`config.mk`:
```
export PLATFORM = sky130hd
export DESIGN_NAME = multi_input_channel_buffer
export DESIGN_NICKNAME = d
export VERILOG_FILES = /design/src/rtl/multi_input_channel_buffer_pkg.sv /design/src/rtl/multi_input_channel_buffer_input_channel_fifo.sv /design/src/rtl/multi_input_channel_buffer.sv
export SDC_FILE = /design/constraint.sdc
export NUM_CORES = 1
export LEC_CHECK = 0
export ABC_CLOCK_PERIOD_IN_PS = 3200
export CORE_UTILIZATION = 54
export CTS_BUF_LIST = sky130_fd_sc_hd__clkbuf_16
export DETAILED_ROUTE_END_ITERATION = 12
export GPL_TIMING_DRIVEN = 0
export PLACE_DENSITY = 0.83
export SLEW_MARGIN = 20
export SYNTH_ARGS = -nofsm -noshare
export SYNTH_HDL_FRONTEND = slang
export SYNTH_SLANG_ARGS = --single-unit
```
`constraint.sdc`:
```
create_clock -name clock -period 3.2 [get_ports clock]
set_input_delay 0.32 -clock clock [delete_from_list [all_inputs] [get_ports clock]]
set_output_delay 0.32 -clock clock [all_outputs]
set_load 0.03 [all_outputs]
```
`src/rtl/multi_input_channel_buffer_pkg.sv`:
```
// Shared interconnect definitions for the input-channel buffers: default depth, packet width
// and the occupancy count type.
package multi_input_channel_buffer_pkg;

    localparam int TIA_CHANNEL_BUFFER_FIFO_DEPTH = 4;
    localparam int TIA_PACKET_WIDTH              = 32;
    localparam int CHANNEL_COUNT_W               = $clog2(TIA_CHANNEL_BUFFER_FIFO_DEPTH + 1);

    typedef logic [CHANNEL_COUNT_W-1:0] channel_count_t;

endpackage

```
`src/rtl/multi_input_channel_buffer_input_channel_fifo.sv`:
```
// Single-channel packet FIFO of arbitrary depth with flush, head/next peeks, count and link ack.
// Optional sticky underflow flag under TIA_INPUT_BUFFER_UNDERFLOW_CHECK_EN.
module input_channel_fifo
    import multi_input_channel_buffer_pkg::*;
#(
    parameter int DEPTH = TIA_CHANNEL_BUFFER_FIFO_DEPTH,
    parameter int WIDTH = TIA_PACKET_WIDTH,
    parameter int CW    = $clog2(DEPTH + 1)
) (
    input  logic             clock,
    input  logic             reset_n,
    input  logic             enable,
    input  logic             link_req,
    input  logic [WIDTH-1:0] link_packet,
    output logic             link_ack,
    input  logic             flush,
    input  logic             dequeue,
    output logic [WIDTH-1:0] packet,
    output logic [WIDTH-1:0] next_packet,
    output logic             empty,
    output logic [CW-1:0]    count,
    output logic             underflow_error
);

    localparam int            PW   = $clog2(DEPTH);
    localparam logic [PW-1:0] LAST = PW'(DEPTH - 1);
    localparam logic [CW-1:0] FULL = CW'(DEPTH);

    logic [WIDTH-1:0] mem [DEPTH];
    logic [PW-1:0]    head;
    logic [PW-1:0]    tail;
    logic [PW-1:0]    neck;
    logic             push;
    logic             pop;

    // Depth need not be a power of two, so wrap on compare rather than on overflow.
    function automatic logic [PW-1:0] wrap_inc(input logic [PW-1:0] p);
        return (p == LAST) ? '0 : p + PW'(1);
    endfunction

    assign empty       = (count == '0);
    assign link_ack    = reset_n && enable && !flush && (count != FULL);
    assign push        = link_req && link_ack;
    assign pop         = enable && !flush && dequeue && !empty;
    assign neck        = wrap_inc(head);
    assign packet      = mem[head];
    assign next_packet = (count >= CW'(2)) ? mem[neck] : '0;

    always_ff @(posedge clock or negedge reset_n) begin
        if (!reset_n) begin
            head  <= '0;
            tail  <= '0;
            count <= '0;
        end else if (enable) begin
            if (flush) begin
                head  <= '0;
                tail  <= '0;
                count <= '0;
            end else begin
                if (push) tail <= wrap_inc(tail);
                if (pop)  head <= wrap_inc(head);
                if (push && !pop)      count <= count + CW'(1);
                else if (pop && !push) count <= count - CW'(1);
            end
        end
    end

    // Storage is deliberately left out of reset; count qualifies what is visible.
    always_ff @(posedge clock) begin
        if (push) mem[tail] <= link_packet;
    end

`ifdef TIA_INPUT_BUFFER_UNDERFLOW_CHECK_EN
    logic underflow_q;

    always_ff @(posedge clock or negedge reset_n) begin
        if (!reset_n) begin
            underflow_q <= 1'b0;
        end else if (enable) begin
            if (flush)                 underflow_q <= 1'b0;
            else if (dequeue && empty) underflow_q <= 1'b1;
        end
    end

    assign underflow_error = underflow_q;
`else
    assign underflow_error = 1'b0;
`endif

endmodule

```
`src/rtl/multi_input_channel_buffer.sv`:
```
// NUM_CHANNELS independent input-channel FIFOs with flattened per-channel outputs and a
// quiescent reduction. Underflow flags are built only with TIA_INPUT_BUFFER_UNDERFLOW_CHECK_EN.
module multi_input_channel_buffer
    import multi_input_channel_buffer_pkg::*;
#(
    parameter int NUM_CHANNELS = 4,
    parameter int FIFO_DEPTH   = TIA_CHANNEL_BUFFER_FIFO_DEPTH,
    parameter int PACKET_WIDTH = TIA_PACKET_WIDTH,
    parameter int COUNT_W      = $clog2(FIFO_DEPTH + 1)
) (
    input  logic                               clock,
    input  logic                               reset_n,
    input  logic                               enable,
    input  logic [NUM_CHANNELS-1:0]            link_req,
    input  logic [NUM_CHANNELS*PACKET_WIDTH-1:0] link_packet,
    output logic [NUM_CHANNELS-1:0]            link_ack,
    input  logic [NUM_CHANNELS-1:0]            channel_flush,
    input  logic [NUM_CHANNELS-1:0]            channel_dequeue,
    output logic [NUM_CHANNELS*PACKET_WIDTH-1:0] channel_packet,
    output logic [NUM_CHANNELS*PACKET_WIDTH-1:0] channel_next_packet,
    output logic [NUM_CHANNELS-1:0]            channel_empty,
    output logic [NUM_CHANNELS*COUNT_W-1:0]    channel_count,
    output logic [NUM_CHANNELS-1:0]            underflow_error,
    output logic                               quiescent
);

    for (genvar c = 0; c < NUM_CHANNELS; c++) begin : g_channel
        input_channel_fifo #(
            .DEPTH (FIFO_DEPTH),
            .WIDTH (PACKET_WIDTH),
            .CW    (COUNT_W)
        ) u_fifo (
            .clock           (clock),
            .reset_n         (reset_n),
            .enable          (enable),
            .link_req        (link_req[c]),
            .link_packet     (link_packet[c*PACKET_WIDTH +: PACKET_WIDTH]),
            .link_ack        (link_ack[c]),
            .flush           (channel_flush[c]),
            .dequeue         (channel_dequeue[c]),
            .packet          (channel_packet[c*PACKET_WIDTH +: PACKET_WIDTH]),
            .next_packet     (channel_next_packet[c*PACKET_WIDTH +: PACKET_WIDTH]),
            .empty           (channel_empty[c]),
            .count           (channel_count[c*COUNT_W +: COUNT_W]),
            .underflow_error (underflow_error[c])
        );
    end

    assign quiescent = &channel_empty;

endmodule

```
# [Word-level counts from Yosys, hierarchy flattened]
# Memories as Yosys holds them, arrays and structs flattened.
# Index checks and enable logic that the tools add are counted.
[classes] n_shift=0 addsub=16 n_eq_ne=12 div_mod_pow=0 muxes=48 order_cmp=4 n_reduce_logical=78 mul=0 bitwise=0
[op_table] op="two-way mux 32 bit" count=4
[op_table] op="two-way mux 2 bit" count=24
[op_table] op="two-way mux 3 bit" count=12
[op_table] op="logical AND 1 bit" count=33
[op_table] op="AND reduction 2 bit" count=12
[op_table] op="adder 2 x 1 -> 2 bit (second input constant)" count=8
[op_table] op="equality test 2 bit (second input constant)" count=8
[op_table] op="zero test 1 bit" count=16
[op_table] op="nonzero test 2 bit" count=8
[op_table] op="adder 3 x 1 -> 3 bit (second input constant)" count=4
[op_table] op="greater-or-equal comparator 3 x 2 -> 1 bit (second input constant)" count=4
[op_table] op="zero test 3 bit" count=4
[op_table] op="inequality test 3 bit (second input constant)" count=4
[op_table] op="nonzero test 3 bit" count=4
[op_table] op="subtractor 3 x 1 -> 3 bit (second input constant)" count=4
[op_table] op="two-way mux 1 bit" count=8
[op_table] op="AND reduction 4 bit" count=1
[totals] n_memories=4 elab_cells=174 latch_bits=0 mem_bits_rw=512 out_inout_bits=281 regBits=28 in_bits=143 mem_bits_ro=0
[mem_list] name="g_channel[0].u_fifo.mem" depth=4 word_bits=32 rd=2 rd_clocked_by_memory_dff=0 write_ports=1 line="multi_input_channel_buffer_input_channel_fifo.sv:29" text="logic [WIDTH-1:0] mem [DEPTH];"
[mem_list] name="g_channel[1].u_fifo.mem" depth=4 word_bits=32 rd=2 rd_clocked_by_memory_dff=0 write_ports=1 line="multi_input_channel_buffer_input_channel_fifo.sv:29"
[mem_list] name="g_channel[2].u_fifo.mem" depth=4 word_bits=32 rd=2 rd_clocked_by_memory_dff=0 write_ports=1 line="multi_input_channel_buffer_input_channel_fifo.sv:29"
[mem_list] name="g_channel[3].u_fifo.mem" depth=4 word_bits=32 rd=2 rd_clocked_by_memory_dff=0 write_ports=1 line="multi_input_channel_buffer_input_channel_fifo.sv:29"

# [Longest topological paths before layout]
[depth] ltp_word=9 ltp_mapped=9 ltp_nobuf=8

# [Hierarchy]
# A second synthesis with hierarchy kept.
[hier_totals] hier_cells=1197 area_unflattened_um2=24701.2
[by_module_without_submodules] mod="input_channel_fifo (g_channel[0].u_fifo ...)" cells_per_inst=296 area_per_inst_um2=6144.6 n_inst=2 seq_area_each_um2=4018.9
[by_module_without_submodules] mod="input_channel_fifo (g_channel[2].u_fifo)" cells_per_inst=302 area_per_inst_um2=6203.4 n_inst=1 seq_area_each_um2=4018.9
[by_module_without_submodules] mod="input_channel_fifo (g_channel[3].u_fifo)" cells_per_inst=302 area_per_inst_um2=6199.7 n_inst=1 seq_area_each_um2=4018.9
[by_module_without_submodules] mod="multi_input_channel_buffer" cells_per_inst=1 area_per_inst_um2=8.8 n_inst=1 seq_area_each_um2=0.0

# [Least setup slack after synthesis]
# Ideal clock, no wire load.
[synth_path] kind="register -> output" start="reg g_channel[2].u_fifo.head[0]" end="out channel_next_packet[80]" setup_slack_ns=0.682 stages_incl_launch_ff=7 arrival_ns=2.198 t_required_ns=2.880 n_path_buf=2 cell_sequence="dfrtp_1 ha_1 nor2_1 buf_2 buf_1 a211oi_1 a211oi_1"
[synth_between] elab_chain_len=4 elab_cells_between_ends=5 classes_between="add/sub: 1; eq/ne: 1; mux: 2; memory: 1"
[synth_rtl] element="start, declared" line="multi_input_channel_buffer_input_channel_fifo.sv:30" text="logic [PW-1:0] head;"
[synth_rtl] element="start signal, assigned" line="multi_input_channel_buffer_input_channel_fifo.sv:61" text="if (pop) head <= wrap_inc(head);"
[synth_rtl] element="adder 2 x 1 -> 2 bit / equality test 2 bit (equally long branches)" line="multi_input_channel_buffer_input_channel_fifo.sv:38" text="return (p == LAST) ? '0 : p + PW'(1);"
[synth_rtl] element="two-way mux 2 bit (*)" line="multi_input_channel_buffer_input_channel_fifo.sv:38"
[synth_rtl] element="memory (4 x 32 bit) (*)"
[synth_rtl] element="two-way mux 32 bit (*)" line="multi_input_channel_buffer_input_channel_fifo.sv:47" text="assign next_packet = (count >= CW'(2)) ? mem[neck] : '0;"
[synth_rtl] element="end, declared" line="multi_input_channel_buffer.sv:20" text="output logic [NUM_CHANNELS*PACKET_WIDTH-1:0] channel_next_packet,"
# Every way passes the cells marked *; elsewhere a longest branch is shown, timed or not.

# [Final worst setup path]
[layout_path] start="reg g_channel[2].u_fifo.head[0]" end="out channel_next_packet[91]"
# The elaborated chain is that of the path after synthesis.

==> summary.txt <==
Clock tree
  – H-tree levels: 2
  – Clk Latency, worst-skew pair: 590 ps
  – Root Driver: clkbuf_16
  – Clock tree buffer depth: 3
  – Reg clk slew, reported paths: approximately 60 ps
  – Number of CTS-inserted buffers: 55
  – CTS tree: built
  – # clock sinks: 540

Setup path
  – Worst path required time: 2880 ps
  – Critical Path End: channel_next_packet[91]
  – RR Endpoint: g_channel[0].u_fifo.count[2]$_DFFE_PN0P_
  – Setup crit start: g_channel[2].u_fifo.head[0]$_DFFE_PN0P_
  – Worst Path Arrival: roughly 2800 ps
  – Crit end category: primary output
  – Max incr delay on CP: around 440 ps
  – Worst R2R Path Depth: 7
  – RR Startpoint: g_channel[0].u_fifo.count[2]$_DFFE_PN0P_
  – Flop2flop setup slack: 760 ps
  – Max FO, Critical Path: 10
  – Worst path slowest cell: dfrtp_1
  – CP Class: reg2out
  – Crit path top cell by count: a211oi_1
  – Crit-path cells: ha_1 > nor2_4 > buf_4 > buf_2 > a211oi_1 > a211oi_1 > dlygate4sd1_1
  – Setup crit start kind: flop

Logic synthesis
  – Post-synth EDFFs: about 500
  – Syn avg cell area: ~19 um^2
  – Count leader, synth: edfxtp_1
  – Top-area cell type share of the netlist area: between 60 and 70%
  – Asr flop ratio synth: 5.19%
  – Area leader, netlist: edfxtp_1
  – Synth cell count leaders: 512 x edfxtp_1, 232 x mux4_2, 128 x nor2b_1
  – Ys Warns: 0
  – Mapped Area: ~25000 um^2
  – Ys flop type: edfxtp_1
  – #FFs+latches synth: 540
  – Register area share after synthesis: about two thirds
  – Distinct cells, synth: just under 60
  – Post-synthesis instance total: 1279
  – Area contributors post-synth: edfxtp_1 62%, mux4_2 21%, nor2b_1 3.2%, dfrtp_1 2.8%, mux2i_1 1.5%

Final layout
  – Area Overhead vs Synth: 29.3%
  – Fin nets: 1942
  – Fill cells: 2736
  – Area occupied by multi-input gates: ~8100 um^2
  – Fraction of layout cells with a size suffix above 1: 24.7%
  – Design area: approximately 32000 um^2
  – Register area: between 15000 and 20000 um^2

Power
  – Pwr Total: ~0.027 W
  – Power per standard cell area: 847 nW/um^2
  – Worst vdd ir: between 500 and 600 uV
  – Leakage: about 11 nW

Outcome
  – Status: finished clean

STA
  – Final number of setup-violating endpoints: 0
  – Final hold vios: 0
  – Worst-Margin Slew: around 830 ps
  – RSZ-0062 raised after global routing: yes
  – Relative slew slack: about 44%
  – Final Cycle Share: between 90% and 100%
  – Maximum clock rate: between 300 and 400 MHz
  – Setup TNS: 0 ps
  – Hold WS: between 200 and 250 ps
  – Max Clock Skew: between 10 and 15 ps
  – Fin. max-slew vios: 0
  – Post-route minimum period: 3130 ps

Floorplan
  – Die area: around 47000 um^2
  – FP Rows: 77
  – Die span in y: approximately 220 um
  – Starting Density: 55.2%
  – I/O pins: 424
  – Die Width: about 220 um
  – Core area: about 45000 um^2

Global routing
  – GR Overflow Total: 0
  – Initial antenna violation count: 10
  – First-pass GRT wire length: about 93000 um
  – Number of global-route vias before repair: roughly 15k
  – All-Layer GR Usage: 26.7%
  – Largest net degree at the start of global routing: 26

Min path
  – Worst hold path class: in2reg

Routing
  – Iteration-0 DRC Markers: roughly 1.3k
  – Routed WL per cell: about 26 um
  – DRT Wirelength: 62300 um
  – DR vias: between 10k and 15k
  – Post-detailed-route count of antenna-violating nets: 0
  – Vias per cell: 6.17
  – First-pass iteration count of the detailed router: 5
  – Drc violations: 0

Placement
  – # port buffers: roughly 420
  – Dpl cell area: between 30000 and 40000 um^2
  – RePlAce Congestion: about 0.79
  – DPL Wire Length: around 43000 um

Job
  – Max_cap viols: 0
-- cells in the final DEF (no fill, tap or decap), types with 4 or more instances in the layout --
| cell type | netlist | routed |
|---|---|---|
| xnor2_1 | 4 | 4 |
| clkdlybuf4s50_1 | 0 | 295 |
| nand2_1 | 27 | 27 |
| clkinv_1 | 0 | 6 |
| buf_6 | 0 | 6 |
| mux2i_1 | 37 | 37 |
| o22ai_1 | 8 | 8 |
| inv_1 | 20 | 33 |
| conb_1 | 1 | 4 |
| fa_1 | 4 | 4 |
| nor4b_1 | 5 | 5 |
| clkbuf_16 | 0 | 57 |
| clkbuf_4 | 0 | 12 |
| diode_2 | 0 | 5 |
| bufinv_16 | 0 | 6 |
| nand3b_1 | 4 | 4 |
| and2_2 | 0 | 16 |
| clkbuf_2 | 0 | 22 |
| nand2b_1 | 5 | 5 |
| nor3_1 | 7 | 6 |
| o21ai_0 | 8 | 8 |
| clkinv_2 | 0 | 10 |
| edfxtp_1 | 512 | 512 |
| clkbuf_1 | 42 | 18 |
| buf_12 | 0 | 6 |
| nor2_4 | 0 | 4 |
| nor2b_1 | 128 | 128 |
| dlygate4sd2_1 | 0 | 99 |
| dfrtp_1 | 28 | 28 |
| a211oi_1 | 48 | 45 |
| buf_16 | 0 | 12 |
| nor2_1 | 19 | 17 |
| mux4_2 | 232 | 232 |
| dlymetal6s2s_1 | 0 | 12 |
| ha_1 | 20 | 19 |
| buf_4 | 20 | 28 |
| buf_2 | 28 | 13 |
-- logic make-up (layout without fill, tap and decap cells) --
family          Yosys count  after routing  share of synthesized area, %
flops                   540            540                          65.1
buf+inv                 116            647                          2.21
simple gates            239            239                          5.87
xor+xnor                  4              4                         0.142
mux                     270            270                          22.7
other cells               1              9                        0.0152
compound gates           85             85                          2.59
fa+ha+maj                24             24                          1.34
-- worst min-delay path by stage --
stage,startpoint,endpoint,depth (start not counted)
after floorplan,reset_n,g_channel[0].u_fifo.count[0]$_DFFE_PN0P_,0
after global placement,g_channel[2].u_fifo.count[0]$_DFFE_PN0P_,g_channel[2].u_fifo.count[0]$_DFFE_PN0P_,1
after detailed placement,reset_n,g_channel[2].u_fifo.head[1]$_DFFE_PN0P_,1
after CTS,channel_dequeue[3],g_channel[3].u_fifo.count[1]$_DFFE_PN0P_,3
after global routing,reset_n,g_channel[2].u_fifo.count[2]$_DFFE_PN0P_,2
final,channel_dequeue[3],g_channel[3].u_fifo.count[1]$_DFFE_PN0P_,3
-- area by class of cell --
| cell class | instances | area share, % |
|---|---|---|
| diodes | 5 | 0.0392 |
| plain buffers | 95 | 1.87 |
| clock buffers | 57 | 4.47 |
| clock inverters | 38 | 1.02 |
| inverters | 20 | 0.235 |
| multi-input cells | 626 | 25.5 |
| flip-flops and latches | 540 | 50.4 |
| well taps | 592 | 2.32 |
| repair buffers | 437 | 14.2 |
-- timing repair --
item	in CTS	in global routing
setup endpoints to repair	224	173
hold buffers	1	0
pin swaps	1	2
resized for setup	174	56
endpoints found under the hold margin	14	0
buffers inserted	0	1
-- layer usage --
metal  global-route usage, %  part of all wire, %  vias up
met1                    34.0                   37     7771
met3                    6.65                  8.4      122
met5                       0                 0.11        -
met2                    44.8                   51      677
li1                        -                    -     6286
met4                    9.50                  2.9       10
-- metrics by stage --
stage | std cells | setup WS [ps] | utilization, %
after floorplan | 1282 | 682 | -
after global placement | 2292 | -1740 | 66.3
after detailed placement | 2309 | -184 | 67.3
after CTS | 2404 | -30.3 | 71.2
after global routing | 2410 | -51.3 | 71.4
final | 2410 | 65.9 | 71.4
-- sequential cells by signal (all words and copies together) (netlist names) --
name / cells
g_channel.u_fifo.head: 8
g_channel.u_fifo.count: 12
g_channel.u_fifo.tail: 8
g_channel.u_fifo.mem: 512
-- worst max-delay path, delay by kind of cell, from the launching register on --
kind                     cells  cell delay, ps
AO/OA/AOI/OAI                2             450
flip-flops                   1             440
AND/OR/NAND/NOR              1             160
adder cells (fa/ha/maj)      1             260
buffers and inverters        3             900
-- power breakdown --
| group | internal [W] | switching, W | total, W | leakage [nW] |
|---|---|---|---|---|
| clock | 0.00367 | 0.00261 | 0.00628 | 0.910 |
| sequential | 0.00797 | 0.000208 | 0.00818 | 4.98 |
| combinational | 0.00531 | 0.00729 | 0.0126 | 5.08 |
No activity file was read; power rests on OpenSTA's default activity.
